`src/rtl/keypad_pkg.sv`:
```
// Shared types and constants for the 4x4 matrix keypad scanner.
// The optional auto-repeat feature is enabled by defining KEYPAD_REPEAT_EN.
package keypad_pkg;

    typedef logic [3:0] key_code_t;

    // is_key=0 means NONE; code is kept at zero for NONE so results compare directly
    typedef struct packed {
        logic      is_key;
        key_code_t code;
    } frame_result_t;

    localparam frame_result_t RESULT_NONE = '{is_key: 1'b0, code: 4'd0};
    localparam logic [3:0]    COL_RESET   = 4'b1110;

    // lows[col*4+row] set means that row read low while that column was driven
    function automatic frame_result_t decode_frame(input logic [15:0] lows);
        frame_result_t res;
        logic [4:0]    ones;
        key_code_t     idx;
        ones = '0;
        idx  = '0;
        for (int i = 0; i < 16; i++) begin
            if (lows[i]) begin
                ones = ones + 5'd1;
                idx  = 4'(i);
            end
        end
        res = RESULT_NONE;
        if (ones == 5'd1) begin
            res.is_key = 1'b1;
            res.code   = idx;
        end
        return res;
    endfunction

endpackage

```
`src/rtl/key_debounce.sv`:
```
// Whole-frame debouncer: candidate/run tracking, stable state and event pulse.
// With KEYPAD_REPEAT_EN defined, a held key re-emits its code every REPEAT_FRAMES frames.
module key_debounce
    import keypad_pkg::*;
#(
    parameter int DEBOUNCE_CNT  = 4,
    parameter int REPEAT_FRAMES = 64
) (
    input  logic          clk,
    input  logic          rst,
    input  logic          frame_valid,
    input  frame_result_t frame_result,
    output logic          event_valid,
    output key_code_t     event_code
);

    localparam int                RUN_W   = $clog2(DEBOUNCE_CNT + 1);
    localparam logic [RUN_W-1:0]  RUN_MAX = RUN_W'(DEBOUNCE_CNT);

    generate
        if (DEBOUNCE_CNT < 1 || REPEAT_FRAMES < 1) begin : g_param_check
            $error("key_debounce: DEBOUNCE_CNT and REPEAT_FRAMES must be at least 1");
        end
    endgenerate

    frame_result_t    cand_reg, cand_next;
    frame_result_t    stable_reg, stable_next;
    logic [RUN_W-1:0] run_reg, run_next;

`ifdef KEYPAD_REPEAT_EN
    localparam int               RPT_W    = $clog2(REPEAT_FRAMES + 1);
    localparam logic [RPT_W-1:0] RPT_LAST = RPT_W'(REPEAT_FRAMES - 1);

    logic [RPT_W-1:0] rpt_reg, rpt_next;

    always_ff @(posedge clk or posedge rst) begin
        if (rst) begin
            rpt_reg <= '0;
        end else begin
            rpt_reg <= rpt_next;
        end
    end
`endif

    always_ff @(posedge clk or posedge rst) begin
        if (rst) begin
            cand_reg   <= RESULT_NONE;
            run_reg    <= '0;
            stable_reg <= RESULT_NONE;
        end else begin
            cand_reg   <= cand_next;
            run_reg    <= run_next;
            stable_reg <= stable_next;
        end
    end

    always_comb begin
        cand_next   = cand_reg;
        run_next    = run_reg;
        stable_next = stable_reg;
        event_valid = 1'b0;
        event_code  = '0;
`ifdef KEYPAD_REPEAT_EN
        rpt_next    = rpt_reg;
`endif
        if (frame_valid) begin
            if (frame_result == cand_reg) begin
                if (run_reg != RUN_MAX) begin
                    run_next = run_reg + 1'b1;
                end
            end else begin
                cand_next = frame_result;
                run_next  = RUN_W'(1);
            end
            // A release (stable -> NONE) updates state but never raises an event
            if (run_next == RUN_MAX && cand_next != stable_reg) begin
                stable_next = cand_next;
                event_valid = cand_next.is_key;
                event_code  = cand_next.code;
            end
`ifdef KEYPAD_REPEAT_EN
            if (stable_next != stable_reg) begin
                rpt_next = '0;
            end else if (stable_reg.is_key) begin
                if (rpt_reg == RPT_LAST) begin
                    rpt_next    = '0;
                    event_valid = 1'b1;
                    event_code  = stable_reg.code;
                end else begin
                    rpt_next = rpt_reg + 1'b1;
                end
            end
`endif
        end
    end

endmodule

```
`src/rtl/keypad_scanner.sv`:
```
// 4x4 matrix keypad scanner: column drive, row synchroniser, frame decode and event register.
// Define KEYPAD_REPEAT_EN to enable auto-repeat of a held key (see key_debounce).
module keypad_scanner
    import keypad_pkg::*;
#(
    parameter int SCAN_DIV      = 1000,
    parameter int DEBOUNCE_CNT  = 4,
    parameter int REPEAT_FRAMES = 64
) (
    input  logic       clk,
    input  logic       rst,
    output logic [3:0] col_n,
    input  logic [3:0] row_n,
    output logic [3:0] key_code,
    output logic       key_valid,
    input  logic       key_ready,
    output logic       key_overrun
);

    localparam int               CNT_W    = $clog2(SCAN_DIV);
    localparam logic [CNT_W-1:0] CNT_LAST = CNT_W'(SCAN_DIV - 1);

    generate
        if (SCAN_DIV < 4) begin : g_param_check
            $error("keypad_scanner: SCAN_DIV must be at least 4");
        end
    endgenerate

    logic [3:0]       row_meta_reg, row_sync_reg;
    logic [CNT_W-1:0] cnt_reg;
    logic [1:0]       col_idx_reg;
    logic [3:0]       col_n_reg;
    logic [11:0]      held_lows;
    logic             sample_tick, frame_end;
    logic [15:0]      frame_lows;
    frame_result_t    frame_result;
    logic             ev_valid;
    key_code_t        ev_code;
    key_code_t        key_code_reg;
    logic             key_valid_reg, key_overrun_reg;

    always_ff @(posedge clk or posedge rst) begin
        if (rst) begin
            row_meta_reg <= 4'hF;
            row_sync_reg <= 4'hF;
        end else begin
            row_meta_reg <= row_n;
            row_sync_reg <= row_meta_reg;
        end
    end

    assign sample_tick = (cnt_reg == CNT_LAST);
    assign frame_end   = sample_tick && (col_idx_reg == 2'd3);

    always_ff @(posedge clk or posedge rst) begin
        if (rst) begin
            cnt_reg     <= '0;
            col_idx_reg <= '0;
            col_n_reg   <= COL_RESET;
        end else if (sample_tick) begin
            cnt_reg     <= '0;
            col_idx_reg <= col_idx_reg + 2'd1;
            col_n_reg   <= {col_n_reg[2:0], col_n_reg[3]};
        end else begin
            cnt_reg <= cnt_reg + 1'b1;
        end
    end

    // Columns 0..2 are latched; column 3 is taken live on the frame-end cycle
    generate
        for (genvar gi = 0; gi < 3; gi++) begin : g_col
            logic [3:0] lows_reg;
            always_ff @(posedge clk or posedge rst) begin
                if (rst) begin
                    lows_reg <= '0;
                end else if (sample_tick && col_idx_reg == 2'(gi)) begin
                    lows_reg <= ~row_sync_reg;
                end
            end
            assign held_lows[gi*4 +: 4] = lows_reg;
        end
    endgenerate

    assign frame_lows   = {~row_sync_reg, held_lows};
    assign frame_result = decode_frame(frame_lows);

    key_debounce #(
        .DEBOUNCE_CNT  (DEBOUNCE_CNT),
        .REPEAT_FRAMES (REPEAT_FRAMES)
    ) u_debounce (
        .clk          (clk),
        .rst          (rst),
        .frame_valid  (frame_end),
        .frame_result (frame_result),
        .event_valid  (ev_valid),
        .event_code   (ev_code)
    );

    always_ff @(posedge clk or posedge rst) begin
        if (rst) begin
            key_code_reg    <= '0;
            key_valid_reg   <= 1'b0;
            key_overrun_reg <= 1'b0;
        end else if (key_valid_reg && key_ready) begin
            key_valid_reg   <= ev_valid;
            key_overrun_reg <= 1'b0;
            if (ev_valid) begin
                key_code_reg <= ev_code;
            end
        end else if (ev_valid) begin
            if (!key_valid_reg) begin
                key_code_reg  <= ev_code;
                key_valid_reg <= 1'b1;
            end else begin
                key_overrun_reg <= 1'b1;
            end
        end
    end

    assign col_n       = col_n_reg;
    assign key_code    = key_code_reg;
    assign key_valid   = key_valid_reg;
    assign key_overrun = key_overrun_reg;

endmodule

```
`config.mk`:
```
export PLATFORM = sky130hd
export DESIGN_NAME = keypad_scanner
export DESIGN_NICKNAME = d
export VERILOG_FILES = /design/src/rtl/keypad_pkg.sv /design/src/rtl/key_debounce.sv /design/src/rtl/keypad_scanner.sv
export SDC_FILE = /design/constraint.sdc
export NUM_CORES = 1
export LEC_CHECK = 0
export ABC_AREA = 1
export BUFFER_PORTS_ARGS = -buffer_cell sky130_fd_sc_hd__buf_2
export CORE_MARGIN = 10
export CORE_UTILIZATION = 55
export CTS_BUF_LIST = sky130_fd_sc_hd__clkbuf_2
export CTS_CLUSTER_SIZE = 12
export DETAILED_ROUTE_END_ITERATION = 6
export PLACE_DENSITY = 0.75
export SYNTH_ARGS = -nofsm -noshare
export SYNTH_HDL_FRONTEND = slang
export SYNTH_SLANG_ARGS = --single-unit
export TNS_END_PERCENT = 30
```
`constraint.sdc`:
```
create_clock -name clk -period 14.2 [get_ports clk]
set_clock_uncertainty 0.2 [all_clocks]
set_input_delay 0.71 -clock clk [delete_from_list [all_inputs] [get_ports clk]]
set_output_delay 0.71 -clock clk [all_outputs]
set_load 0.05 [all_outputs]
```
-- Word-level counts from Yosys, hierarchy flattened
Cells that the tools add are included.
- register bits after elaboration: 55
- bits in latches: 0
- bits in writable memories: 0
- ROM bits: 0
- bits of input ports: 7
- output and inout bits: 10
- word-level logic and storage cells: 108
- memories kept: 0
- add/subtract/negate cells: 18
- multipliers: 0
- div/mod/pow operators: 0
- order comparisons: 0
- equal/unequal tests: 10
- shift-type cells: 0
- mux-type cells: 51
- bitwise logic cells: 1
- reduce and logical (&&, ||, !) cells: 12
- operators by type and width (operator ; number):
    $mux 5 ; 18
    $mux 4 ; 20
    $add 5x1->5 const B ; 15
    $add 10x1->10 const B ; 1
    $eq 10x10->1 const B ; 1
    $mux 10 ; 1
    $mux 1 ; 9
    $mux 3 ; 3
    $logic_and 1x1->1 ; 6
    $reduce_and 2->1 ; 3
    $eq 5x1->1 const B ; 1
    $eq 5x5->1 ; 1
    $ne 5x5->1 ; 1
    $eq 2x2->1 const B ; 2
    $not 4->4 ; 1
    $reduce_bool 2->1 ; 2
    $add 3x1->3 const B ; 1
    $eq 3x3->1 const B ; 1
    $ne 3x3->1 const B ; 1
    $add 2x1->2 const B ; 1
    $eq 2x1->1 const B ; 1
    $logic_not 2->1 ; 1
    $ne 2x1->1 const B ; 1

-- Logic depth before layout (Yosys ltp)
Gate-level depths: netlist of run 1.
- depth in word-level cells: 43
- mapped depth: 62
- mapped depth without buffers: 62

-- Hierarchy
A second synthesis of run 1 with hierarchy kept.
- cell total of the unflattened synthesis: 622
- area, all modules: 4346.7 µm²
- by module, submodules not included (module ; instances ; cells an instance ; area an instance (µm²) ; seq. area each (µm²)):
    keypad_scanner ; 1 ; 510 ; 3533.4 ; 1064.8
    key_debounce ; 1 ; 112 ; 813.3 ; 325.3

-- Worst setup path before layout of run 1
No wires, ideal clock.
- path type: register -> register
- start point: register g_col[0].lows_reg[0]
- end point: register key_code_reg[1] (netlist: key_code[1])
- library setup time: 0.118 ns
- data arrival time: 8.141 ns
- required time: 13.882 ns
- slack: 5.741 ns
- cell stages (with the launch flop): 60
- path buffers: 0
- period minus slack after synthesis: 8.459 ns
- cell sequence: dfrtp_1 -> inv_1 -> ha_1 -> inv_1 -> nand2_2 -> nand2_1 -> inv_1 -> ha_1 -> nand2_1 -> nand2_1 -> ha_1 -> or2_1 -> nand2_1 -> inv_1 -> ha_1 -> nand2_1 -> nand2_1 -> ha_1 -> [... 24 more ...] -> inv_1 -> ha_1 -> nand2_1 -> nand2_1 -> ha_1 -> o21ai_0 -> nand3_2 -> nor2_8 -> nand3_2 -> or2_0 -> nand2_1 -> nor2_1 -> nand2_2 -> inv_2 -> nor2_2 -> nand3_1 -> nand2_1 -> nand2_1
- longest elaborated chain between the ends: 43
- elaborated cells on any way between the ends: 50
- classes of those cells: 15 x add/sub; 4 x eq/ne; 29 x mux; 2 x reduce/logical
- RTL lines (item ; RTL line ; text):
    from (decl) ; keypad_scanner.sv:72 ; logic [3:0] lows_reg;
    from (signal assigned) ; keypad_scanner.sv:77 ; lows_reg <= ~row_sync_reg;
    $mux 1 * ; keypad_pkg.sv:24 ; if (lows[i]) begin
    $add 5x1->5 ; keypad_pkg.sv:25 ; ones = ones + 5'd1;
    $mux 5 * ; keypad_pkg.sv:24 ;
    $add 5x1->5 ; keypad_pkg.sv:25 ;
    $mux 5 * ; keypad_pkg.sv:24 ;
    $add 5x1->5 ; keypad_pkg.sv:25 ;
    $mux 5 * ; keypad_pkg.sv:24 ;
    $add 5x1->5 ; keypad_pkg.sv:25 ;
    [... 27 more ...] ; - ;
    $mux 5 / $mux 3 (equally long branches) ; key_debounce.sv:66 ; if (frame_valid) begin
    $ne 5x5->1 / $eq 3x3->1 (equally long branches) ; key_debounce.sv:76 ; if (run_next == RUN_MAX && cand_next != stable_reg) begin
    $logic_and 1x1->1 ; key_debounce.sv:76 ;
    $mux 4 ; key_debounce.sv:76 ;
    $mux 4 ; key_debounce.sv:66 ;
    $mux 4 ; keypad_scanner.sv:111 ; if (!key_valid_reg) begin
    $mux 4 ; keypad_scanner.sv:110 ; end else if (ev_valid) begin
    $mux 4 ; keypad_scanner.sv:104 ; end else if (key_valid_reg && key_ready) begin
    to (signal assigned) ; keypad_scanner.sv:108 ; key_code_reg <= ev_code;
    to (signal assigned) ; keypad_scanner.sv:112 ; key_code_reg <= ev_code;
    to (decl) ; keypad_scanner.sv:39 ; key_code_t key_code_reg;
Mark *: on every way between the ends. The rest lies on a longest branch, timed or not. The select of a mux whose other input is x is not followed.
A chain may end at the register's enable or synchronous reset.

-- Final worst setup path of run 1
Ends and elaborated chain as after synthesis.

==> results.toml, run 1 <==
[sta]
finalHoldViolCount = 0
timing.slew.headroom = 0.568
fin_tns_setup_ns = 0
whs_ns = 0.110
fmax_ghz = 0.109
drv_slew = 0
finalSetupViolCount = 0
worstMarginPinSlew_ns = 0.648
fin_crit_sh = 0.646
grt_setup_unrepaired = "no"
period_needed_ns = 9.18

[cts]
cts_buffer_depth = 2
cts_buffers = 5
cts.sinks = 55
root_buffer = "clkbuf_2"
cts_tree = "done"
clk_latency_ns = 0.46
ctsHoldBuffers = 0
htreeDepth = 2
cts_setup_buffers = 0
cts-resized-gates = 0
path_clk_slew_ns = 0.28

[global_route]
grt_max_degree = 56
track_usage = 0.146
grt_antenna_before_repair = 0
grt-ovfl-total = 0
grt_pass1_wl_mm = 14.7
grt_pass1_vias = 3614

[worst_setup_path]
critical_path.slowest_cell = "dfrtp_1"
cpPeakStageDelay_ns = 0.43
worstPathRequired_ns = 14.39
crit_fanout = 9
worstSetupEndpointType = "register"
crit_path_start_kind = "register"
path_common_cell = "nand2_1"
worstPathArrival_ns = 9.36
path_buf_inv = 7
critPathKind = "register to register"
cp_top_family = "adder cells"

[finish]
finalNetCount = 666
syn_to_final_growth_pct = 5.50
drive_gt1_frac = 0.166
antenna_cells = 0
largest_register_ffs = 12
finalInstanceArea_um2 = 4470

[synthesis]
synth_area_leaders = "dfrtp_1, nand2_1, inv_1, dfstp_2, ha_1"
yosysTopAreaCell = "dfrtp_1"
synthesis.nets = 649
yosysWarnings = 0
ys_seq_area_frac = 0.328
syn-mean-instance-area_um2 = 6.83
ys_seq_elements = 55
synthCells = 620
ys_types = 38
netlist_area_um2 = 4230
synth_top_area_frac = 0.260

[pwr]
p_comb_frac = 0.113
power_frac_clock = 0.256
seq_power_share = 0.631
power.density_nw_per_um2 = 57.2
switching_power_uw = 73.2
p_sw_frac = 0.286
ir_drop_mv = 0.0934
p_int_uw = 183
p_leak_uw = 0.00255

[floorplan]
core_area_um2 = 7370
dieArea_um2 = 11600
ios = 17
rows = 31
die_w_um = 108
start_util = 0.575
die_h_um = 108

[placement]
placed_area_um2 = 4410
gp_congestion = 0.868
detailed_place_hpwl_mm = 6.28
portBuffers = 16

[drt]
dr_total_vias = 3617
antenna_left = 0
detail_route.wirelength_mm = 7.66
firstDrtPassIters = 4
first_iter_violations = 188
wl_per_cell_um = 10.4
vias_per_cell = 4.91
drc = 0

[flow_run]
max_cap_viol_count = 0

[hold_path]
hold_class = "input pin to register"

[outcome]
status = "completed"
## layout by cell type (no fill, tap or decap), types with 2 or more instances in the layout
cell,count
nand3_2,18
inv_2,6
nand2_1,186
nor2_2,3
dfrtp_1,44
a21oi_1,12
dfstp_2,11
nand4_1,7
a21boi_1,2
a211oi_1,2
buf_2,16
nor2_1,40
or2_2,2
nor2_4,2
clkbuf_2,5
inv_1,106
o21bai_1,3
nor4_1,2
o21ai_1,6
nand3b_1,4
xor2_1,7
nand2_2,36
xnor2_1,2
o21ai_0,30
nand3_1,48
ha_1,22
## synth_stat cells
cell type    n
a211oi_1     2
nand2_4      1
dfstp_2     11
inv_2        5
o41ai_1      1
nor2_8       1
clkbuf_1     3
o21ai_1      6
o21bai_1     3
o311ai_0     1
nand3_4      1
o31ai_1      1
a21boi_1     2
or2_0        1
nand2_1    186
nand2_2     36
nor2_1      40
a31oi_1      1
o21ai_0     30
nor2_4       2
dfrtp_1     44
nand4_1      7
o22ai_1      1
or2_1        1
a21boi_0     1
ha_1        22
nor2_2       3
nand3_1     48
xnor2_1      2
a21oi_1     12
xor2_1       7
nor3_1       1
inv_1      107
or2_2        2
nor4_1       2
nand3_2     18
buf_2        4
nand3b_1     4
## power groups by stage
stage | clock network [µW] | logic, µW | registers, µW
after floorplan | 0 | 23.3 | 163
after global placement | 0 | 28.4 | 164
after detailed placement | 0 | 29.1 | 164
after CTS | 68.3 | 29.2 | 161
after global routing | 74.3 | 33.0 | 162
final | 65.5 | 28.9 | 161
## worst reg2reg max path, delay by kind of cell, from the launching register on
family                   cells  cell delay [ns]
flip-flops                   1             0.43
buffers and inverters        7             0.43
AND/OR/NAND/NOR             36             3.83
AO/OA/AOI/OAI                2             0.40
adder cells (fa/ha/maj)     14             3.86
## layer usage
| metal | vias to the layer above | routed length (µm) | track usage |
|---|---|---|---|
| met3 | 12 | 221 | 0.0257 |
| met1 | 1593 | 3880 | 0.184 |
| met5 | - | 0 | 0 |
| li1 | 1968 | - | - |
| met4 | 0 | 140 | 0.0506 |
| met2 | 44 | 3420 | 0.246 |
## stage by stage
stage	utilization	cells	setup WS [ns]	total power, µW
finish	0.606	737	5.02	256
global route	0.606	737	4.15	269
CTS	0.606	737	5.03	259
detailed placement	0.599	729	5.05	193
global placement	0.599	729	5.42	192
floorplan	-	620	5.74	186
## final timing paths
| check | endpoint | start | depth (start not counted) | slack, ns |
|---|---|---|---|---|
| worst max register to register | key_code[1] | g_col[0].lows_reg[0] | 59 | 5.02 |
| max in group asynchronous | g_col[0].lows_reg[2] | rst | 3 | 13.19 |
| worst min register to register | row_sync_reg[0] | row_meta_reg[0] | 0 | 0.16 |
| worst min-delay path | row_meta_reg[3] | row_n[3] | 1 | 0.11 |
| worst max-delay path | key_code[1] | g_col[0].lows_reg[0] | 59 | 5.02 |
| min in group asynchronous | key_code[3] | rst | 3 | 0.17 |
## cell type report
class | count | area (µm²)
fill | 697 | 2900
multi-input combinational | 446 | 2390
sequential | 55 | 1390
inverter | 112 | 420
tap | 99 | 124
timing repair buffer | 17 | 87.6
clock inverter | 3 | 27.5
clock buffer | 5 | 25.0
## cells by family (layout without fill, tap and decap cells)
kind of cell / after synthesis / in the layout / synth area share
buf+inv: 119 / 137 / 0.107
fa+ha+maj: 22 / 22 / 0.0650
simple gates: 354 / 354 / 0.402
xor+xnor: 9 / 9 / 0.0186
compound gates: 61 / 61 / 0.0798
flops: 55 / 55 / 0.328
No activity file was read; power rests on OpenSTA's default activity.
==> run 2: changes to the inputs <==
- PLACE_DENSITY: 0.75 -> 0.78
- clock period: 14.2 -> 7.5 ns (I/O delays scaled with it)
==> run 2 against run 1 <==
Against the previous run:
- the run now ends with setup timing left
- wire length is 60% higher
- clock power is 120% higher
- flip-flop and latch count stayed put
- count of clock-buffer cells in the layout stayed put
- fmax is 8.9% higher
- critical endpoint is now u_debounce.stable_reg[3]
- highest routed layer unchanged
==> results.toml, run 2 (synthesis gave the netlist of run 1 again) <==
[sta]
setup_ws_ns = -0.922
grt_setup_unrepaired = "yes"
drv_slew = 0
fin_crit_sh = 1.12
worstMarginPinSlew_ns = 1.10
finalSetupViolCount = 17
period_needed_ns = 8.42
timing.slew.headroom = 0.268
finalHoldViolCount = 0
fin_tns_setup_ns = -11.08
fmax_ghz = 0.119

[drt]
firstDrtPassIters = 4
dr_total_vias = 4421
antenna_left = 0
wl_per_cell_um = 14.8
top_layer = "met4"
vias_per_cell = 5.33
wl_met1_mm = 4.92
first_iter_violations = 298
wl_met2_mm = 6.30
dr_wl_met3_um = 528
drc = 0
detail_route.wirelength_mm = 12.3

[hold_path]
hold_class = "register to register"
holdPathStages = 0

[pwr]
power_frac_clock = 0.260
switching_power_uw = 160
p_leak_uw = 0.00321
p_comb_frac = 0.199
p_int_uw = 406
ir_drop_mv = 0.143
seq_power_share = 0.541
power.density_nw_per_um2 = 95.1
p_sw_frac = 0.282

[cts]
cts_buffers = 5
path_clk_slew_ns = 0.26
htreeDepth = 2
cts_tree = "done"
cts_buffer_depth = 2
clk_latency_ns = 0.43
root_buffer = "clkbuf_2"
cts.sinks = 55

[finish]
largest_register_ffs = 12
drive_gt1_frac = 0.410
final_common_cell = "nand2_1"
fin_cells = 830
syn_to_final_growth_pct = 40.4
mostFrequentLayoutCells = "nand2_1, inv_1, buf_4"
finalNetCount = 758

[global_route]
grt_pass1_vias = 4372
grt_pass1_wl_mm = 18.6
grt-ovfl-total = 0
grt_antenna_before_repair = 1
grt_max_degree = 56
track_usage = 0.189

[floorplan]
dieArea_um2 = 11600
rows = 31
ios = 17
start_util = 0.575
core_area_um2 = 7370
die_w_um = 108
die_h_um = 108

[worst_setup_path]
reg2regPathDepth = 61
cpPeakStageDelay_ns = 0.47
crit_fanout = 5
path_common_cell = "nand2_4"
worstSetupEndpointType = "register"
critPathKind = "register to register"
crit_path_start_kind = "register"
critical_path.slowest_cell = "dfrtp_1"
worstPathArrival_ns = 8.58
worstPathRequired_ns = 7.66

[outcome]
status = "complete, but fails checks"
violations = "setup timing"

[flow_run]
max_cap_viol_count = 0

[placement]
dp_cells = 765
portBuffers = 16
place_ws_ns = -1.03
gp_congestion = 0.841
detailed_place_hpwl_mm = 6.97
run 2: final timing paths:
kind / from / end / slack, ns
min: row_meta_reg[0] / row_sync_reg[0] / 0.18
min reg2reg: row_meta_reg[0] / row_sync_reg[0] / 0.18
max reg2reg: g_col[0].lows_reg[1] / u_debounce.stable_reg[3] / -0.92
max in group asynchronous: rst / u_debounce.cand_reg[2] / 5.92
max: g_col[0].lows_reg[1] / u_debounce.stable_reg[3] / -0.92
min in group asynchronous: rst / col_n[0] / 0.53
run 2: cell type report:
class                           instances  area, µm²
Timing Repair Buffer                  106        821
Antenna cell                            1       2.50
Sequential cell                        55       1390
Inverter                              112        423
Clock inverter                          3       42.5
Multi-Input combinational cell        449       3120
Fill cell                             451       1430
Clock buffer                            5       25.0
Tap cell                               99        124
run 2: repair_timing:
action                                 CTS  global route
setup endpoints to repair               19            19
endpoints found under the hold margin   17             0
gates cloned                             3             0
setup buffers                           48             7
gates resized for setup                 50            94
hold buffers                             6             0
pin swaps                               59            74
run 2: per-stage QoR:
step	hold WS (ns)	utilization	total power [µW]	area (µm²)
after floorplan	0.145	-	356	4370
after global placement	0.146	0.654	373	4820
after detailed placement	0.147	0.654	375	4820
after CTS	0.177	0.753	536	5550
after global routing	0.183	0.806	584	5940
final	0.176	0.806	565	5940
run 2: layer usage:
| layer | track usage | vias to the layer above |
|---|---|---|
| met5 | 0 | - |
| met4 | 0.0782 | 0 |
| met3 | 0.0275 | 50 |
| li1 | - | 2160 |
| met1 | 0.209 | 2072 |
| met2 | 0.351 | 139 |
run 2: power by group through the flow:
stage | logic (µW) | clock network, µW | registers (µW)
finish | 113 | 147 | 306
global route | 119 | 158 | 306
CTS | 82.9 | 148 | 306
detailed placement | 64.5 | 0 | 310
global placement | 63.1 | 0 | 310
floorplan | 47.5 | 0 | 309
run 2: critical path: cells and delay by family, from the launching register on:
kind            cells  cell delay (ns)
fa+ha+maj          13             3.10
buf+inv            11             0.97
xor+xnor            1             0.17
flops               1             0.47
compound gates      3             0.46
simple gates       33             2.95
==> run 3: changes to the inputs <==
- CTS_CLUSTER_DIAMETER: default -> 100
- MAX_ROUTING_LAYER: default -> met4
- PLACE_DENSITY: 0.78 -> 0.75
- clock period: 7.5 -> 7.8 ns (I/O delays scaled with it)
==> run 3 against run 2 <==
Against the previous run:
- the run still ends with setup timing left
- largest cell class unchanged
- first-iteration DRC count rose by 3.4%
- flip-flop and latch count did not move
- combinational power fell by 11%
- via count is 8.8% higher
- total power shrank 8.8%
- sequential power is 4% lower
- global-route usage up 3.3 points
- utilization up 4.6 points
- wire length up 17%
- worst setup slack gained 0.29 ns
- fmax is 0.16% lower
- non-clock buffer count up 28
==> results.toml, run 3 (synthesis gave the netlist of run 1 again) <==
[sta]
drv_slew = 0
period_needed_ns = 8.44
finalSetupViolCount = 16
worstMarginPinSlew_ns = 1.09
setup_ws_ns = -0.635
fin_tns_setup_ns = -7.26
grt_setup_unrepaired = "yes"
fmax_ghz = 0.119
fin_crit_sh = 1.08
timing.slew.headroom = 0.273
finalHoldViolCount = 0

[global_route]
grt_antenna_before_repair = 0
track_usage = 0.222
grt_pass1_wl_mm = 20.8
grt_pass1_vias = 4682
grt-ovfl-total = 0
grt_max_degree = 56

[floorplan]
core_area_um2 = 7370
die_h_um = 108
die_w_um = 108
rows = 31
start_util = 0.575
ios = 17
dieArea_um2 = 11600

[worst_setup_path]
path_common_cell = "nand2_4"
crit_path_start_kind = "register"
worstPathArrival_ns = 8.64
critical_path.slowest_cell = "dfrtp_1"
critPathKind = "register to register"
cpPeakStageDelay_ns = 0.46
crit_fanout = 5
worstSetupEndpointType = "register"
worstPathRequired_ns = 8.01

[drt]
firstDrtPassIters = 7
drc = 0
first_iter_violations = 308
wl_per_cell_um = 16.8
detail_route.wirelength_mm = 14.4
dr_total_vias = 4811
vias_per_cell = 5.61
antenna_left = 0

[finish]
mostFrequentLayoutCells = "nand2_1, buf_4, inv_1"
fin_cells = 857
finalInstanceArea_um2 = 6280
antenna_cells = 0
seqCellArea_um2 = 1390
multi_input_area_um2 = 3280
finalNetCount = 786
fill_cells = 384
final_common_cell = "nand2_1"
drive_gt1_frac = 0.438
syn_to_final_growth_pct = 48.4
largest_register_ffs = 12

[cts]
path_clk_slew_ns = 0.29
cts.sinks = 55
root_buffer = "clkbuf_2"
cts_tree = "done"
clk_latency_ns = 0.47
cts_buffer_depth = 2
cts_buffers = 5
htreeDepth = 2

[outcome]
status = "complete, but fails checks"
violations = "setup timing"

[placement]
detailed_place_hpwl_mm = 6.72
gp_congestion = 0.835
placed_area_um2 = 4780
dp_cells = 760
portBuffers = 16

[flow_run]
max_cap_viol_count = 0

[pwr]
p_leak_uw = 0.00344
power.density_nw_per_um2 = 82.1
ir_drop_mv = 0.136

[hold_path]
hold_class = "register to register"
-- run 3: cell count changes in the layout (fill, tap and decap cells not counted), moves of 2 or more --
| cell | previous run | this run |
|---|---|---|
| nor2_1 | 33 | 35 |
| buf_4 | 73 | 103 |
| inv_2 | 14 | 17 |
| inv_4 | 1 | 3 |
| nand3_4 | 11 | 18 |
| nand3_2 | 24 | 18 |
| o21ai_0 | 25 | 27 |
| nand2_2 | 63 | 46 |
| inv_1 | 97 | 92 |
| nor2_2 | 4 | 2 |
| nand2_4 | 28 | 48 |
| nand2_1 | 132 | 129 |
| o21ai_1 | 7 | 5 |
-- run 3: final timing paths --
path                                       from                   end  slack [ns]  cells after the start
setup / recovery           g_col[0].lows_reg[0]           key_code[0]       -0.64                     62
min in group asynchronous                   rst           key_code[0]        0.53                      3
max in group asynchronous                   rst  g_col[2].lows_reg[2]        6.22                      3
hold / removal                  row_meta_reg[2]       row_sync_reg[2]        0.18                      0
setup reg to reg           g_col[0].lows_reg[0]           key_code[0]       -0.64                     62
hold reg to reg                 row_meta_reg[2]       row_sync_reg[2]        0.18                      0
-- run 3: layout make-up --
cell class,count,area share
multi-input cells,449,0.521
flip-flops and latches,55,0.221
repair buffers,134,0.161
inverters,112,0.0681
well taps,99,0.0197
clock inverters,3,0.00438
clock buffers,5,0.00398
-- run 3: timing repair --
action                                  in CTS  in global routing
setup buffers                               77                 13
endpoints found under the setup margin      19                 19
hold endpoints to repair                    40                  0
gates cloned                                 3                  0
hold buffers                                 6                  0
pin swaps                                   47                 83
resized for setup                           59                116
-- run 3: layer usage --
| metal | GRT usage | part of all wire | wire length, µm |
|---|---|---|---|
| met1 | 0.235 | 0.37 | 5390 |
| met2 | 0.380 | 0.49 | 7000 |
| met3 | 0.0365 | 0.062 | 898 |
| met4 | 0.136 | 0.078 | 1120 |
| met5 | - | 0 | 0 |
-- run 3: where the power goes --
part	switching, µW	internal, µW	total [µW]	leakage [µW]
sequential	3.96	290	294	0.000714
combinational	59.0	42.0	101	0.00269
clock	95.2	25.1	120	0.0000311
-- run 3: worst max-delay path, delay by kind of cell, from the launching register on --
kind / cells / cell delay (ns)
buffers and inverters: 12 / 1.10
AOI/OAI and AO/OA: 1 / 0.17
xor gates and xnor gates: 1 / 0.19
adders and majority gates: 13 / 3.10
DFF: 1 / 0.46
and+or+nand+nor: 35 / 3.12
-- run 3: stage by stage --
step | hold slack, ns | setup WS (ns) | util | power [µW]
2_1_floorplan | 0.145 | -0.305 | - | 343
3_3_place_gp | 0.146 | -0.428 | 0.649 | 359
3_5_place_dp | 0.150 | -0.719 | 0.649 | 361
4_1_cts | 0.181 | -0.425 | 0.779 | 497
5_1_grt | 0.180 | -0.914 | 0.853 | 538
6_report | 0.182 | -0.635 | 0.853 | 516
